`config.mk`:
```
export PLATFORM = sky130hd
export DESIGN_NAME = fast_div
export DESIGN_NICKNAME = d
export VERILOG_FILES = /design/src/rtl/fast_div.sv
export SDC_FILE = /design/constraint.sdc
export NUM_CORES = 1
export LEC_CHECK = 0
export BUFFER_PORTS_ARGS = -buffer_cell sky130_fd_sc_hd__buf_2
export CAP_MARGIN = 30
export CELL_PAD_IN_SITES_DETAIL_PLACEMENT = 1
export CELL_PAD_IN_SITES_GLOBAL_PLACEMENT = 2
export CORE_ASPECT_RATIO = 0.6
export CORE_UTILIZATION = 33
export CTS_BUF_LIST = sky130_fd_sc_hd__clkbuf_8
export DETAILED_ROUTE_END_ITERATION = 7
export PLACE_DENSITY = 0.78
export RECOVER_POWER = 50
export SYNTH_ARGS = -nofsm -noshare
export SYNTH_HDL_FRONTEND = slang
export SYNTH_SLANG_ARGS = --single-unit
```
`constraint.sdc`:
```
create_clock -name clk -period 2.6 [get_ports clk]
set_input_delay 0.26 -clock clk [delete_from_list [all_inputs] [get_ports clk]]
set_output_delay 0.26 -clock clk [all_outputs]
set_load 0.01 [all_outputs]
```
`src/rtl/fast_div.sv`:
```
// Multi-cycle unsigned restoring divider: one quotient bit per clock, valid/ready on both sides.
// Companion to the 4x4 table multiplier; divides a product-width dividend by an operand-width divisor.
module fast_div #(
  parameter int WIDTH_A = 8,
  parameter int WIDTH_B = 4
) (
  input  logic               clk,
  input  logic               reset,
  input  logic               io_in_valid,
  output logic               io_in_ready,
  input  logic [WIDTH_A-1:0] io_in_dividend,
  input  logic [WIDTH_B-1:0] io_in_divisor,
  output logic               io_out_valid,
  input  logic               io_out_ready,
  output logic [WIDTH_A-1:0] io_out_quotient,
  output logic [WIDTH_B-1:0] io_out_remainder,
  output logic               io_out_div0
);

  localparam int CNT_W = (WIDTH_A > 1) ? $clog2(WIDTH_A) : 1;

  typedef enum logic [1:0] {
    IDLE = 2'd0,
    BUSY = 2'd1,
    DONE = 2'd2
  } state_t;

  state_t             state_reg;
  logic [CNT_W-1:0]   cnt_reg;
  logic [WIDTH_A-1:0] quot_reg;
  logic [WIDTH_B:0]   rem_reg;
  logic [WIDTH_B-1:0] div_reg;
  logic               div0_reg;

  logic [WIDTH_A-1:0] out_quot_reg;
  logic [WIDTH_B-1:0] out_rem_reg;
  logic               out_div0_reg;

  // One extra bit beyond the partial remainder catches the borrow of the trial subtraction.
  logic [WIDTH_B+1:0] rem_wide;
  logic [WIDTH_B+1:0] trial_diff;
  logic               fits;
  logic [WIDTH_B:0]   rem_next;
  logic [WIDTH_A-1:0] quot_next;

  always_comb begin
    rem_wide   = {rem_reg, quot_reg[WIDTH_A-1]};
    trial_diff = rem_wide - {2'b00, div_reg};
    fits       = ~trial_diff[WIDTH_B+1];
    rem_next   = fits ? trial_diff[WIDTH_B:0] : rem_wide[WIDTH_B:0];
    quot_next  = {quot_reg[WIDTH_A-2:0], fits};
  end

  always_ff @(posedge clk) begin
    if (!reset) begin
      state_reg    <= IDLE;
      cnt_reg      <= '0;
      quot_reg     <= '0;
      rem_reg      <= '0;
      div_reg      <= '0;
      div0_reg     <= 1'b0;
      out_quot_reg <= '0;
      out_rem_reg  <= '0;
      out_div0_reg <= 1'b0;
    end else begin
      case (state_reg)
        IDLE: begin
          if (io_in_valid) begin
            quot_reg  <= io_in_dividend;
            div_reg   <= io_in_divisor;
            rem_reg   <= '0;
            cnt_reg   <= CNT_W'(WIDTH_A - 1);
            div0_reg  <= (io_in_divisor == '0);
            state_reg <= BUSY;
          end
        end
        BUSY: begin
          quot_reg <= quot_next;
          rem_reg  <= rem_next;
          if (cnt_reg == '0) begin
            // Final bit is resolved on this edge, so the result registers load from the next-state values.
            out_quot_reg <= div0_reg ? '1 : quot_next;
            out_rem_reg  <= div0_reg ? '1 : rem_next[WIDTH_B-1:0];
            out_div0_reg <= div0_reg;
            state_reg    <= DONE;
          end else begin
            cnt_reg <= cnt_reg - 1'b1;
          end
        end
        DONE: begin
          if (io_out_ready) begin
            out_quot_reg <= '0;
            out_rem_reg  <= '0;
            out_div0_reg <= 1'b0;
            state_reg    <= IDLE;
          end
        end
        default: state_reg <= IDLE;
      endcase
    end
  end

  assign io_in_ready      = (state_reg == IDLE);
  assign io_out_valid     = (state_reg == DONE);
  assign io_out_quotient  = out_quot_reg;
  assign io_out_remainder = out_rem_reg;
  assign io_out_div0      = out_div0_reg;

endmodule
```
Yosys cells after proc, flatten, opt, wreduce, memory -nomap -nowiden
Cells that the tools add are included.
{"block": "op_classes", "add_sub_neg": 2, "mul": 0, "div_mod_pow": 0, "order_cmp": 0, "n_eq_ne": 6, "shifts": 0, "mux": 23, "n_bitwise": 1, "n_reduce_logical": 10}
{"operator": "8-bit two-way mux", "n": 4}
{"operator": "8-bit case mux with 2 select lines", "n": 2}
{"operator": "4-bit two-way mux", "n": 3}
{"operator": "5-bit two-way mux", "n": 2}
{"operator": "5-bit case mux with 2 select lines", "n": 1}
{"operator": "3-bit AND reduction", "n": 3}
{"operator": "4-bit case mux with 2 select lines", "n": 1}
{"operator": "2-bit two-way mux", "n": 3}
{"operator": "3-bit two-way mux", "n": 2}
{"operator": "2-bit inequality test, second input constant", "n": 3}
{"operator": "2-bit case mux with 3 select lines", "n": 1}
{"operator": "3-bit case mux with 2 select lines", "n": 1}
{"operator": "6-bit by 4-bit subtractor with 6-bit output", "n": 1}
{"operator": "4-bit zero test", "n": 1}
{"operator": "2-bit AND reduction", "n": 2}
{"operator": "2-bit nonzero test", "n": 2}
{"operator": "3-bit zero test", "n": 1}
{"operator": "3-bit by 1-bit subtractor with 3-bit output, second input constant", "n": 1}
{"operator": "2-bit by 1-bit equality test with 1-bit output, second input constant", "n": 1}
{"operator": "2-bit equality test, second input constant", "n": 1}
{"operator": "2-bit zero test", "n": 1}
{"operator": "1-bit two-way mux", "n": 2}
{"operator": "2-bit by 1-bit inequality test with 1-bit output, second input constant", "n": 1}
{"operator": "1-bit case mux with 2 select lines", "n": 1}
{"operator": "1-bit NOT", "n": 1}
{"block": "word_totals", "reg_bits": 36, "latch_bits": 0, "mem_bits_rw": 0, "rom_bits": 0, "input_bits": 16, "out_inout_bits": 15, "word_cells": 51, "memories": 0}

Longest topological paths before layout
Gate-level depths: netlist of run 1.
{"block": "depth", "depth_word": 5, "mapped_depth": 9, "ltp_nobuf": 9}

Least setup slack after synthesis of run 1
OpenSTA, ideal clock, no wires.
{"block": "synth_timing", "path_type": "reg-to-reg", "start": "reg rem_reg[2]", "end": "reg rem_reg[0]", "arrival_time_ns": 1.849, "t_required_ns": 2.524, "path_slack_ns": 0.676, "stages_incl_launch_ff": 7, "synth_period_minus_slack_ns": 1.924, "cell_sequence": "dfxtp_1 > ha_1 > or2_4 > or3_4 > o211ai_4 > mux2_1 > o22ai_1"}
{"block": "synth_between", "elab_chain_len": 3}
{"element": "start: declaration", "line_no": "31", "text": "logic [WIDTH_B:0] rem_reg;"}
{"element": "start signal: assignment", "line_no": "79", "text": "rem_reg <= rem_next;"}
{"element": "6-bit by 4-bit subtractor with 6-bit output", "line_no": "48", "text": "trial_diff = rem_wide - {2'b00, div_reg};"}
{"element": "5-bit two-way mux", "line_no": "50", "text": "rem_next = fits ? trial_diff[WIDTH_B:0] : rem_wide[WIDTH_B:0];"}
{"element": "5-bit case mux with 2 select lines", "line_no": "66", "text": "case (state_reg)"}
No other way between the ends.
A chain may end at the register's enable or synchronous reset.

Final worst setup path of run 1
Same ends and word-level chain as after synthesis.

==> impl_results.md, run 1 <==
* Layout area overhead at 19.9%
* Final core occ at around two fifths
* Port bufs at 30
* Die Ht at around 58 microns
* Placed cell count at 306
* DRT iter0 DRCs at 80
* Share of cells above drive strength 1 at 12.5%
* Ports at 31
* Fin. Hold Viols at 0
* DRC violations left at 0
* Fmax at 469 MHz
* Tightest Hold Check Type: primary input to flop
* Critical path capture point type: flop
* Post CTS Setup Buffer Count at 0
* Leakage power at 0.000797 uW
* CP required at 2.82 ns
* Die area at 5590 sq um
* Cts repair resizes at 0
* Layout Nets at 270
* CTS H-tree depth at 2
* Routed WL at 4.66 mm
* Syn Nets at 242
* DRT Pass-1 Iters at 4
* Fin cells at 314
* Average wire per standard cell at 14.8 microns
* Routability cong. at 0.829
* Slew Viols, Final at 0
* Core area at 5080 sq um
* PD cells at 783 nW/um^2
* Initial antenna violation count at 0
* Clock buffer depth at 2
* Switching Fraction at 26.8%
* FP Rows at 20
* Yosys reg bits at 36
* GRT Util Overall at a little under a fifth
* Finished Cell Area at ~2100 sq um
* Antenna diodes at 0
* Pin count of the biggest net entering global routing at 26
* Post-synth top cells: 41 x nand2_1, 36 x dfxtp_1, 21 x nor2_1
* Reg power frac at 38.3%
* Synth top area cells: dfxtp_1 41%, nand2_1 8.8%, a21oi_1 5.7%
* DP Area at just under 2000 sq um
* # setup viols final at 0
* Max Fanout on Critical Path at 5
* R2R Setup Slk at 0.47 ns
* Post-CTS Hold Buffers at 0
* CP max stage delay at ~0.38 ns
* Root Buffer: clkbuf_8
* Critical path class: flop to flop
* Yosys warning count at 0
* Crit path arrival time at 2.36 ns
* Max-Cap Viols at 0
* Antenna-violating nets left at 0
* Startpoint types: flop
* Routed via count at roughly 1600
* Fin Clk Skew at 0.00463 ns
* Synthesized cell area at 1740 sq um
* Worst-Skew Late Latency at 0.30 ns
* Most common cell in the netlist: nand2_1
* CTS tree: built
* Combinational fraction of design power at 18.9%
* Clock Power Share at a little over two fifths
* Worst path slowest cell: dfxtp_1
* Worst-path clk slew at 0.08 ns
* Clock Sinks at 36
* Dominant synthesized flop cell: dfxtp_1
* Num CTS Buffers at 5
* Dominant cell type by area after synthesis: dfxtp_1
* Ys async rst share at 0%
* Sequential area share after synthesis at 41.3%
* Internal power at 1200 uW
* Outcome: finished, final reports clean
* Cell family with most CP delay: simple AND/OR/NAND/NOR gates
* Final hold slack at roughly 0.21 ns
* Relative slew slack at 45.5%
* RSZ-0062 raised after global routing: no
* DIE WIDTH at 95.9 microns
* Setup TNS at 0 ns
* Vias/cell at 5.04
* Tcrit/Tclk final at between 80% and 90%
* First-pass GRT wire length at 7.70 mm
* Synthesized area per cell at 7.96 sq um
* Top cell type's share of synthesized area at 41.3%
* Grt total ovfl at 0
* Count of cell types in the netlist at 36
* Psw at 440 uW
* Vias in the first global route at 1511
* Peak supply drop at 297 uV
* Critical path cell sequence: ha_1 > or2_4 > or3_4 > o211ai_4 > mux2_1 > o22ai_1
* Cells after Synth at about 220
* Tightest Pin Transition at roughly 0.82 ns
* Starting Density at about a third
* Clock period minus worst slack at 2.13 ns
* CP bufs+invs at 0
* Hpwl dp at about 3.3 mm
* Post-synth EDFFs at 0
cell families after synthesis:
family,share of synthesized area [%]
AND/OR/NAND/NOR,23.2
AO/OA/AOI/OAI,22.0
flip-flops,41.3
buffers and inverters,5.16
adder cells (fa/ha/maj),5.45
multiplexers,1.79
XOR/XNOR,1.00
power groups by stage:
stage	Sequential (uW)	Combinational, uW	Clock [uW]
6_report	627	310	700
5_1_grt	634	353	739
4_1_cts	627	319	720
3_5_place_dp	641	318	0
3_3_place_gp	639	315	0
2_1_floorplan	630	232	0
final timing paths:
path,from,endpoint,cells after the start
worst max register to register,rem_reg[2]$_SDFFE_PN0P_,rem_reg[0]$_SDFFE_PN0P_,6
worst max-delay path,rem_reg[2]$_SDFFE_PN0P_,rem_reg[0]$_SDFFE_PN0P_,6
worst min register to register,io_out_quotient[4]$_SDFFE_PN0P_,io_out_quotient[4]$_SDFFE_PN0P_,2
worst min-delay path,io_in_divisor[0],div_reg[0]$_SDFFE_PN0P_,3
tightest hold or removal path, stage by stage:
cell     delay [ns]
buf_2          0.10
nand2_1        0.05
a21oi_1        0.05
placed cells by master (no fill, tap or decap), types with 2 or more instances in the layout:
master     count
a221oi_1       2
and2_1         4
buf_2         16
mux2i_1        2
xor2_1         2
nand4_1        2
nor2_1        21
a311oi_1       7
clkbuf_1      15
o21ai_0       11
ha_1           6
nor3_1         4
nor4_1         2
clkbuf_8       5
o22ai_1        5
bufinv_16      3
o2111ai_1      2
nand2_1       41
nand2b_1       2
inv_1         12
buf_4          2
nor2b_1        3
o211ai_1       3
nand3_1        5
a21oi_1       20
dfxtp_1       36
layer usage:
layer	vias up	track usage (%)	routed length [microns]
met2	26	26.1	1830
met4	0	6.40	61
met1	729	28.0	2580
met3	8	5.04	189
met5	-	0	0
li1	821	-	-
layout make-up:
class	count	area [sq um]
fillers	631	2990
multi-input cells	159	933
flip-flops and latches	36	721
repair buffers	33	151
clock inverters	3	90.1
well taps	66	82.6
clock buffers	5	68.8
inverters	12	45.0
stage by stage:
step	worst slack [ns]	power, uW
6_report	0.467	1640
2_1_floorplan	0.676	862
5_1_grt	0.390	1730
4_1_cts	0.480	1670
3_3_place_gp	0.562	955
3_5_place_dp	0.501	958
(Power assumes the default switching activity.)
==> inputs of run 2 (changes only) <==
clock period = 2 ns   (was 2.6 ns; I/O delays follow)
==> impl_results.md, run 2 (synthesized netlist as in run 1, its figures left out) <==
* Outcome: finished, final reports clean
* Uppermost layer routed: met4
* Slew Viols, Final at 0 (unchanged)
* DP Area at 2040 sq um (+4.5%)
* Reg area at 723 sq um (+0.35%)
* CP bufs+invs at 1 (+1)
* FF-to-FF End: rem_reg[0]$_SDFFE_PN0P_
* Hold depth at 3 (unchanged)
* Fmax at 515 MHz (+9.9%)
* Worst-Skew Late Latency at 0.30 ns (about the same)
* Worst path depth at 7 (+1)
* Most frequent cells in the layout: 41 x nand2_1, 34 x dfxtp_1, 21 x nor2_1
* GRT Util Overall at 18.5% (-0.36 points)
* DRT iter0 DRCs at 43 (-46%)
* Die area at 5590 sq um (unchanged)
* PD cells at 896 nW/um^2 (+15%)
* Critical path cell sequence: inv_1 > ha_2 > or2_4 > or3_4 > o211ai_4 > mux2_4 > o22ai_2
* Fillers at 624 (-1.1%)
* Worst-path clk slew at 0.07 ns (about the same)
* DRT Pass-1 Iters at 4 (unchanged)
* Clock period minus worst slack at 1.94 ns (-0.192 ns)
* Initial antenna violation count at 0 (unchanged)
* Layout area overhead at 24.0%
* Peak supply drop at 341 uV (+15%)
* Grt total ovfl at 0 (unchanged)
* Leading cell type in the layout, fill and taps excluded: nand2_1
* Tightest Pin Transition at 0.816 ns (-0.000441 ns)
* Final Power at 1940 uW (+18%)
* Antenna diodes at 0 (unchanged)
* Crit path arrival time at 2.16 ns (-0.20 ns)
* Met1 Wirelength at 2.59 mm (+0.46%)
* FP Rows at 20 (unchanged)
* Critical path capture point type: flop
* WL met3 at 201 microns (+6.3%)
* Routed via count at 1619 (+2.2%)
* CP max stage delay at 0.35 ns (-0.03 ns)
* Max Fanout on Critical Path at 4 (-1)
* Average wire per standard cell at 14.3 microns (-3.7%)
* Vias/cell at 5.00 (-0.95%)
* Fin Clk Skew at 0.00812 ns (+0.00349 ns)
* Relative slew slack at 45.6% (about the same)
* Final core occ at 42.6% (+1.4 points)
* First-pass GRT wire length at 7.67 mm (-0.36%)
* Starting Density at 34.3% (unchanged)
* Footprint of the multi-input gates at 958 sq um (+2.7%)
* Worst r2r path cells at 7 (+1)
* Final hold slack at 0.155 ns (-0.0545 ns)
* Placed cell count at 316 (+3.3%)
* Pin count of the biggest net entering global routing at 26 (unchanged)
* Share of cells above drive strength 1 at 19.4% (+6.9 points)
* Worst hold endpoint: div_reg[2]$_SDFFE_PN0P_
* Fin. Hold Viols at 0 (unchanged)
* Critical R2R Launch: div_reg[3]$_SDFFE_PN0P_
* Cts repair resizes at 0 (unchanged)
* CTS tree: built
* Post CTS Setup Buffer Count at 0 (unchanged)
* Finished Cell Area at 2160 sq um (+3.4%)
* Root Buffer: clkbuf_8
* Hpwl dp at 3.44 mm (+4.6%)
* DRC violations left at 0 (unchanged)
* Num CTS Buffers at 5 (unchanged)
* CP required at 2.22 ns (-0.60 ns)
* CTS H-tree depth at 2 (unchanged)
* Routed WL at 4.63 mm (-0.62%)
* Core area at 5080 sq um (unchanged)
* Routed met2 length at 1.77 mm (-2.8%)
* Vias in the first global route at 1557 (+3.0%)
* DIE WIDTH at 95.9 microns (unchanged)
* Max-Cap Viols at 0 (unchanged)
* R2R Setup Slk at 0.06 ns (-0.41 ns)
* Ports at 31 (unchanged)
* Worst path slowest cell: or3_4
* Antenna-violating nets left at 0 (unchanged)
* Die Ht at 58.3 microns (unchanged)
* Port bufs at 30 (unchanged)
* Startpoint types: flop
* Tcrit/Tclk final at 97.0% (+15 points)
* Routability cong. at 0.847 (+2.1%)
* Critical path class: flop to flop
* Hold_sp: io_in_divisor[2]
* Layout Nets at 280 (+3.7%)
* Leakage power at 0.000841 uW (+5.5%)
* Tightest Hold Check Type: primary input to flop
* Post-CTS Hold Buffers at 0 (unchanged)
* Fin cells at 324 (+3.2%)
* Clock Sinks at 36 (unchanged)
* Clock buffer depth at 2 (unchanged)
* # setup viols final at 0 (unchanged)
* Cell family with most CP delay: simple AND/OR/NAND/NOR gates
-- run 2: worst register-to-register path, cell delays in order (launching register included) --
cell and delay [ns]:
dfxtp_2 0.32, inv_1 0.04, ha_2 0.16, or2_4 0.23, or3_4 0.35, o211ai_4 0.27
mux2_4 0.34, o22ai_2 0.16
-- run 2: where the power goes --
group	leakage, uW	switching, uW	total (uW)	internal [uW]
registers	0.000295	42.5	814	771
clock network	0.0000541	284	653	369
logic	0.000491	259	472	213
total	0.000841	586	1940	1350
-- run 2: layer usage --
layer / up-vias / GRT usage [%]
met5: - / 0
met4: 0 / 5.76
met3: 7 / 4.65
met2: 29 / 26.0
met1: 743 / 27.6
li1: 840 / -
-- run 2: worst max-delay path by stage --
stage          slack (ns)                      end                    start
2_1_floorplan        0.08  rem_reg[0]$_SDFFE_PN0P_  rem_reg[2]$_SDFFE_PN0P_
3_3_place_gp         0.09  rem_reg[0]$_SDFFE_PN0P_  div_reg[3]$_SDFFE_PN0P_
3_5_place_dp         0.06  rem_reg[0]$_SDFFE_PN0P_  div_reg[3]$_SDFFE_PN0P_
4_1_cts              0.04  rem_reg[0]$_SDFFE_PN0P_  div_reg[3]$_SDFFE_PN0P_
5_1_grt             -0.02  rem_reg[0]$_SDFFE_PN0P_  div_reg[3]$_SDFFE_PN0P_
6_report             0.06  rem_reg[0]$_SDFFE_PN0P_  div_reg[3]$_SDFFE_PN0P_
-- run 2: area by class of cell --
class | count | area share [%]
Timing Repair Buffer | 43 | 11.2
Sequential cell | 36 | 33.4
Multi-Input combinational cell | 159 | 44.3
Clock buffer | 5 | 3.18
Inverter | 12 | 2.08
Clock inverter | 3 | 1.97
Tap cell | 66 | 3.82
-- run 2: stage by stage --
stage	setup WS, ns	setup TNS, ns
finish	0.0594	0
global route	-0.0198	-0.0198
CTS	0.0435	0
detailed placement	0.0588	0
global placement	0.0923	0
floorplan	0.0756	0
